==> src/rtl/pipeline_controller.sv <==
// Pipeline hazard controller: detects load-use hazards on the decode
// operands, selects forwarding sources, squashes fetch/decode for a fixed
// number of cycles after a taken branch and keeps saturating statistics.
module pipeline_controller #(
    parameter int FLUSH_CYCLES = 2,
    parameter int CNT_W        = 16
) (
    input  logic             clk,
    input  logic             rst,
    input  logic             dec_valid,
    input  logic [2:0]       dec_src_a,
    input  logic [2:0]       dec_src_b,
    input  logic             dec_use_a,
    input  logic             dec_use_b,
    input  logic [2:0]       stg_wr,
    input  logic [2:0]       stg_ld,
    input  logic [8:0]       stg_dst,
    input  logic             br_taken,
    output logic [7:0]       stall_o,
    output logic             hold_pc,
    output logic             flush_o,
    output logic [1:0]       fwd_a,
    output logic [1:0]       fwd_b,
    output logic [CNT_W-1:0] stall_cnt,
    output logic [CNT_W-1:0] flush_cnt
);

    typedef enum logic {
        RUN   = 1'b0,
        FLUSH = 1'b1
    } state_t;

    // Reload value of the flush down-counter; reaching zero ends the flush.
    localparam logic [1:0] FL_LOAD = 2'(FLUSH_CYCLES - 1);

    state_t           state_q, state_d;
    logic [1:0]       fl_cnt_q, fl_cnt_d;
    logic [CNT_W-1:0] stall_cnt_q, stall_cnt_d;
    logic [CNT_W-1:0] flush_cnt_q, flush_cnt_d;

    logic             load_use;
    logic             in_flush;

    // Operands packed as {b, a} so both share one forwarding mux body.
    logic [1:0]       op_use;
    logic [5:0]       op_src;
    logic [3:0]       op_fwd;

    assign op_use = {dec_use_b, dec_use_a};
    assign op_src = {dec_src_b, dec_src_a};

    assign in_flush = (state_q == FLUSH);

    // Load in execute whose destination is read by the decoded instruction.
    always_comb begin
        load_use = dec_valid & stg_wr[0] & stg_ld[0] &
                   ((dec_use_a & (stg_dst[2:0] == dec_src_a)) |
                    (dec_use_b & (stg_dst[2:0] == dec_src_b)));
    end

    // Nearest-stage forwarding per operand; an execute-stage load is not
    // forwardable (its value does not exist yet), so it falls through.
    generate
        for (genvar gi = 0; gi < 2; gi++) begin : g_fwd
            always_comb begin
                op_fwd[2*gi +: 2] = 2'b00;
                if (op_use[gi]) begin
                    if (stg_wr[0] & ~stg_ld[0] & (stg_dst[2:0] == op_src[3*gi +: 3]))
                        op_fwd[2*gi +: 2] = 2'b01;
                    else if (stg_wr[1] & (stg_dst[5:3] == op_src[3*gi +: 3]))
                        op_fwd[2*gi +: 2] = 2'b10;
                    else if (stg_wr[2] & (stg_dst[8:6] == op_src[3*gi +: 3]))
                        op_fwd[2*gi +: 2] = 2'b11;
                end
            end
        end
    endgenerate

    assign fwd_a = op_fwd[1:0];
    assign fwd_b = op_fwd[3:2];

    // Flush wins over a load-use stall: the stalled instruction is squashed anyway.
    always_comb begin
        stall_o    = 8'h00;
        stall_o[0] = load_use & ~in_flush & ~br_taken;
        stall_o[1] = in_flush;
        hold_pc    = stall_o[0];
        flush_o    = in_flush;
    end

    // Next-state logic for the branch flush FSM and statistics counters.
    always_comb begin
        state_d     = state_q;
        fl_cnt_d    = fl_cnt_q;
        stall_cnt_d = stall_cnt_q;
        flush_cnt_d = flush_cnt_q;
        if (br_taken) begin
            state_d  = FLUSH;
            fl_cnt_d = FL_LOAD;
        end else if (state_q == FLUSH) begin
            if (fl_cnt_q == 2'd0) begin
                state_d = RUN;
            end else begin
                fl_cnt_d = fl_cnt_q - 2'd1;
            end
        end
        if (stall_o[0] && (stall_cnt_q != '1))
            stall_cnt_d = stall_cnt_q + 1'b1;
        if (stall_o[1] && (flush_cnt_q != '1))
            flush_cnt_d = flush_cnt_q + 1'b1;
    end

    // State register with synchronous reset overriding any branch.
    always_ff @(posedge clk) begin
        if (rst) begin
            state_q     <= RUN;
            fl_cnt_q    <= 2'd0;
            stall_cnt_q <= '0;
            flush_cnt_q <= '0;
        end else begin
            state_q     <= state_d;
            fl_cnt_q    <= fl_cnt_d;
            stall_cnt_q <= stall_cnt_d;
            flush_cnt_q <= flush_cnt_d;
        end
    end

    assign stall_cnt = stall_cnt_q;
    assign flush_cnt = flush_cnt_q;

endmodule

==> config.mk <==
export PLATFORM = sky130hd
export DESIGN_NAME = pipeline_controller
export DESIGN_NICKNAME = d
export VERILOG_FILES = /design/src/rtl/pipeline_controller.sv
export SDC_FILE = /design/constraint.sdc
export NUM_CORES = 1
export LEC_CHECK = 0
export ABC_CLOCK_PERIOD_IN_PS = 3800
export CORE_MARGIN = 2
export CORE_UTILIZATION = 49
export CTS_CLUSTER_SIZE = 10
export DETAILED_ROUTE_END_ITERATION = 12
export GPL_ROUTABILITY_DRIVEN = 0
export PLACE_DENSITY_LB_ADDON = 0.15
export SLEW_MARGIN = 20
export SYNTH_ARGS = -nofsm -noshare
export SYNTH_HDL_FRONTEND = slang
export SYNTH_SLANG_ARGS = --single-unit
==> constraint.sdc <==
create_clock -name clk -period 3.8 [get_ports clk]
set_input_delay 0.38 -clock clk [delete_from_list [all_inputs] [get_ports clk]]
set_output_delay 0.38 -clock clk [all_outputs]
set_load 0.1 [all_outputs]
Word-level counts from Yosys, hierarchy flattened
Index checks and enable logic that the tools add are counted.

Register bits after elaboration: 35. Input bits: 27. Word-level logic and storage cells: 57.

Add/sub/neg operators: 3. Equality and inequality tests: 9. Muxes and demuxes: 14. Bitwise logic cells: 19. Reduce and logical (&&, ||, !) cells: 7.

Operators by type and width (number): adder 16 x 1 -> 16 bit (second input constant) (2); != test 16 bit (second input constant) (2); equality test 3 bit (6); two-way mux 2 bit (8); bitwise AND 1 bit (14); two-way mux 1 bit (6); inverter 1 bit (4); AND reduction 2 bit (2); logical AND 1 bit (2); zero test 2 bit (1); != test 2 bit (second input constant) (1); nonzero test 2 bit (1); OR reduction 2 bit (1); subtractor 2 x 1 -> 2 bit (second input constant) (1); bitwise OR 1 bit (1).

Depth between registers and ports, before layout
Depth in word-level cells: 7. Mapped depth: 8.

Worst setup path after synthesis
Ideal clock, no wire load.

Path kind: in2out. Start point: in dec_src_a[0]. End point: out fwd_a[0]. Data arrival time: 2.953 ns. Data required time: 3.420 ns. Setup slack: 0.467 ns. Stages on the path: 4. Buffers on the path: 0. Path through: xnor2_1 > nand4_1 > nand2b_1 > a21boi_0.

Cells in the longest elaborated chain, start to end: 6. Elaborated cells on any way between the ends: 10. Those cells by class: eq/ne: 3; mux: 4; bitwise: 3.

Ends and longest elaborated chain: start: declaration (line 11) `input logic [2:0] dec_src_a,`; equality test 3 bit (line 72) `else if (stg_wr[2] & (stg_dst[8:6] == op_src[3*gi +: 3]))`; bitwise AND 1 bit (line 72); two-way mux 2 bit (line 72); two-way mux 2 bit (line 70) `else if (stg_wr[1] & (stg_dst[5:3] == op_src[3*gi +: 3]))`; two-way mux 2 bit * (line 68) `if (stg_wr[0] & ~stg_ld[0] & (stg_dst[2:0] == op_src[3*gi +: 3]))`; two-way mux 2 bit * (line 67) `if (op_use[gi]) begin`; end: declaration (line 22) `output logic [1:0] fwd_a,`.

Mark *: on every way between the ends. The rest lies on a longest branch, timed or not.

Final worst setup path
Start point: in dec_src_a[0]. End point: out hold_pc.

Cells in the longest elaborated chain, start to end: 6.

Ends and longest elaborated chain: equality test 3 bit (line 57) `((dec_use_a & (stg_dst[2:0] == dec_src_a)) |`; bitwise AND 1 bit (line 57); bitwise OR 1 bit (line 57); bitwise AND 1 bit (line 56) `load_use = dec_valid & stg_wr[0] & stg_ld[0] &`; bitwise AND 1 bit (2 in a row) (line 85) `stall_o[0] = load_use & ~in_flush & ~br_taken;`; end: declaration (line 20) `output logic hold_pc,`.

Every way passes these cells.

==> metrics.txt <==
# TYPE chip_impl_metric gauge
chip_impl_metric{name="post-route-drc-count",unit=""} 0
chip_impl_info{name="setup_crit_path_kind",value="primary input to output pin"} 1
chip_impl_metric{name="max-vdd-ir-drop",unit="V"} 0.000182
chip_impl_metric{name="antenna_violations_before_repair",unit=""} 0
chip_impl_info{name="worstHoldStart",value="stall_cnt[6]"} 1
chip_impl_metric{name="pin_slew_with_the_least_headroom_to_its_limit",unit="ns"} 0.980
chip_impl_metric{name="crit_arrival",unit="ns"} 2.24
chip_impl_metric{name="synth_edf_count",unit=""} 0
chip_impl_metric{name="diodes",unit=""} 0
chip_impl_info{name="synthTopCellsByArea",value="sky130_fd_sc_hd__dfxtp_1 33%, sky130_fd_sc_hd__xnor2_1 9.0%, sky130_fd_sc_hd__nor2_1 4.9%, sky130_fd_sc_hd__a21oi_1 4.7%, sky130_fd_sc_hd__nand4_1 3.5%"} 1
chip_impl_metric{name="clock_insertion_delay_worst_skew",unit="ns"} 0.29
chip_impl_metric{name="power.share.sequential",unit=""} 0.428
chip_impl_metric{name="die_height",unit="µm"} 70.2
chip_impl_info{name="cts_tree",value="done"} 1
chip_impl_metric{name="syn_area_per_cell",unit="µm²"} 8.22
chip_impl_metric{name="comb_power_share",unit=""} 0.174
chip_impl_metric{name="ctsHtreeMaxLevel",unit=""} 2
chip_impl_metric{name="cts.repair.resized",unit=""} 0
chip_impl_metric{name="power.density_cell_area",unit="nW/µm²"} 306
chip_impl_metric{name="grt_pass1_vias",unit=""} 1944
chip_impl_metric{name="final-max-slew-violation-count",unit=""} 0
chip_impl_metric{name="p_sw_frac",unit=""} 0.276
chip_impl_info{name="cell_accounting_for_the_most_synthesized_area",value="sky130_fd_sc_hd__dfxtp_1"} 1
chip_impl_metric{name="timing.final.crit_share",unit=""} 0.690
chip_impl_metric{name="report.final.setup_viol",unit=""} 0
chip_impl_info{name="status",value="finished, final reports clean"} 1
chip_impl_info{name="worstSetupStartpoint",value="dec_src_a[0]"} 1
chip_impl_metric{name="cell_internal_power_dissipation",unit="µW"} 634
chip_impl_metric{name="grt_max_degree",unit=""} 25
chip_impl_metric{name="cts_num_sinks",unit=""} 35
chip_impl_info{name="synthTopCellsByCount",value="35 x sky130_fd_sc_hd__dfxtp_1, 28 x sky130_fd_sc_hd__nor2_1, 22 x sky130_fd_sc_hd__xnor2_1"} 1
chip_impl_metric{name="timing.final.ws_setup",unit="ns"} 1.18
chip_impl_info{name="synth.most_common_cell",value="sky130_fd_sc_hd__dfxtp_1"} 1
chip_impl_metric{name="first_pass_iters",unit=""} 4
chip_impl_metric{name="cell_area_synth",unit="µm²"} 2150
chip_impl_metric{name="cts-root-to-sink-buffers",unit=""} 2
chip_impl_metric{name="fin_worst_skew",unit="ns"} 0.00511
chip_impl_metric{name="total_leakage_power",unit="µW"} 0.000980
chip_impl_metric{name="post_cts_buffers",unit=""} 0
chip_impl_metric{name="die_x",unit="µm"} 70.2
chip_impl_metric{name="initialDrtViolationCount",unit=""} 67
chip_impl_info{name="grt_setup_unrepaired",value="no"} 1
chip_impl_metric{name="totalNegativeSetupSlack",unit="ns"} 0
chip_impl_metric{name="post-route-min-period",unit="ns"} 2.62
chip_impl_metric{name="viasPerCell",unit=""} 5.48
chip_impl_info{name="r2r-start",value="flush_o"} 1
chip_impl_metric{name="critical_path.max_stage_delay",unit="ns"} 0.55
chip_impl_metric{name="floorplan.rows",unit=""} 24
chip_impl_metric{name="max_slew_margin",unit=""} 0.344
chip_impl_info{name="synth_flop_cell",value="sky130_fd_sc_hd__dfxtp_1"} 1
chip_impl_metric{name="overflow",unit=""} 0
chip_impl_metric{name="power.clock.fraction",unit=""} 0.397
chip_impl_metric{name="fillerInstances",unit=""} 373
chip_impl_metric{name="initial_utilization",unit=""} 0.500
chip_impl_metric{name="worstPathRequired",unit="ns"} 3.42
chip_impl_metric{name="num_io_pins",unit=""} 73
chip_impl_metric{name="floorplan.core_area",unit="µm²"} 4290
chip_impl_metric{name="fin_nets",unit=""} 350
chip_impl_metric{name="clock_buffers_created_by_tritoncts",unit=""} 5
chip_impl_metric{name="synth_cell_types",unit=""} 44
chip_impl_metric{name="switching_pwr",unit="µW"} 242
chip_impl_info{name="cts-root-buf",value="sky130_fd_sc_hd__clkbuf_8"} 1
chip_impl_info{name="cp-end-kind",value="output pin"} 1
chip_impl_metric{name="drive_gt1_frac",unit=""} 0.0903
chip_impl_metric{name="postCtsHoldBufs",unit=""} 0
chip_impl_metric{name="hpwlAfterDp",unit="µm"} 3750
chip_impl_metric{name="post-synth-top-area-fraction",unit=""} 0.327
chip_impl_metric{name="dieArea",unit="µm²"} 4920
chip_impl_metric{name="io_buffer_count",unit=""} 64
chip_impl_metric{name="dr_total_vias",unit=""} 2045
chip_impl_metric{name="number_of_warnings_printed_during_yosys_synthesis",unit=""} 0
chip_impl_metric{name="detail_route.wl_per_cell",unit="µm"} 13.3
chip_impl_metric{name="finalHoldViolCount",unit=""} 0
chip_impl_metric{name="finish.utilization",unit=""} 0.667
chip_impl_info{name="worstSetupStartpointType",value="primary input"} 1
chip_impl_info{name="hold_class",value="flop to flop"} 1
chip_impl_metric{name="synth-seq-cells",unit=""} 35
chip_impl_metric{name="global_route_wire_length_before_repair",unit="µm"} 8480
chip_impl_metric{name="register_area",unit="µm²"} 701
chip_impl_metric{name="synth_sequential_area_ratio",unit=""} 0.327
chip_impl_metric{name="synth-async-reset-ratio",unit=""} 0
chip_impl_metric{name="clock.fmax",unit="MHz"} 382
chip_impl_metric{name="clkTransAtPathRegs",unit="ns"} 0.07
chip_impl_metric{name="postRouteWirelength",unit="µm"} 4950
chip_impl_info{name="cp_cell_sequence",value="clkdlybuf4s50_1, xor2_1, and4bb_2, o21ai_4, inv_1, buf_4"} 1
chip_impl_metric{name="critical_path_peak_fanout",unit=""} 24
chip_impl_metric{name="netlist_instances",unit=""} 261
chip_impl_metric{name="area_delta_synth_final",unit="%"} 33.4
chip_impl_metric{name="multi_input_area",unit="µm²"} 1330
chip_impl_metric{name="maxCapViolCount",unit=""} 0
chip_impl_metric{name="grt_util_all_layers",unit=""} 0.210
chip_impl_metric{name="detailedPlace.worstSlack",unit="ns"} 1.17
chip_impl_info{name="critical_path.slowest_cell",value="sky130_fd_sc_hd__clkdlybuf4s50_1"} 1
chip_impl_metric{name="final_antenna_net_count",unit=""} 0
## cells in the final DEF (no fill, tap or decap), drive strengths merged, types with 3 or more instances in the layout
cell type	n
or4	5
o211ai	3
buf	7
a21oi	20
a211oi	4
o31ai	5
nand4	13
nand2b	3
inv	5
and3	4
ha	3
clkbuf	6
dfxtp	35
nand2	17
nor2	29
nand3	9
conb	6
xnor2	22
nor3	5
nor2b	4
mux2i	3
or3	11
clkdlybuf4s50	58
o21ai	16
xor2	8
or2	5
## stage by stage
stage | hold WS (ns) | area [µm²] | std cells | power [µW]
after floorplan | 0.470 | 2160 | 266 | 493
after global placement | 0.489 | 2750 | 365 | 534
after detailed placement | 0.492 | 2750 | 365 | 537
after CTS | 0.503 | 2860 | 373 | 890
after global routing | 0.541 | 2860 | 373 | 909
final | 0.502 | 2860 | 373 | 876
## worst max-delay path: cells and delay by family
kind | cells | cell delay [ns]
XOR/XNOR | 1 | 0.19
AND/OR/NAND/NOR | 1 | 0.30
AO/OA/AOI/OAI | 1 | 0.44
buffers and inverters | 3 | 0.91
## sequential cells by signal (all words and copies together), names as in the netlist
signal     count
flush_o        1
fl_cnt_q       2
flush_cnt     16
stall_cnt     16
## routing by layer
layer  routed length (µm)  vias to the layer above  part of all wire  track usage
li1                     -                     1033                 -            -
met1                 2180                      948              0.44        0.250
met2                 2440                       56              0.49        0.359
met3                  257                        8             0.052       0.0563
met4                   68                        0             0.014       0.0812
met5                    0                        -                 0            0
## final timing paths
kind,to,slack (ns),cells past startpoint
worst max-delay path,hold_pc,1.18,6
worst min-delay path,stall_cnt[6],0.50,2
worst max register to register,stall_cnt[9],1.72,4
worst min register to register,stall_cnt[6],0.50,2
## cell families after synthesis
logic type | synth area share
other | 0.00175
buffers and inverters | 0.0636
AO/OA/AOI/OAI | 0.153
XOR/XNOR | 0.122
flip-flops | 0.327
AND/OR/NAND/NOR | 0.289
adder cells (fa/ha/maj) | 0.0175
multiplexers | 0.0262
## area by class of cell
class                      instances  share of cell area
sequential                        35               0.245
clock buffer                       6              0.0288
timing repair buffer              65               0.221
inverter                           5             0.00656
tap                               52              0.0227
multi-input combinational        208               0.464
clock inverter                     2              0.0122
## power groups by stage
stage | Combinational (µW) | Clock (µW) | Sequential [µW]
global route | 161 | 372 | 376
floorplan | 93.7 | 0 | 400
global placement | 151 | 0 | 384
CTS | 154 | 361 | 375
finish | 153 | 348 | 375
detailed placement | 154 | 0 | 384
No activity file was read; power rests on OpenSTA's default activity.
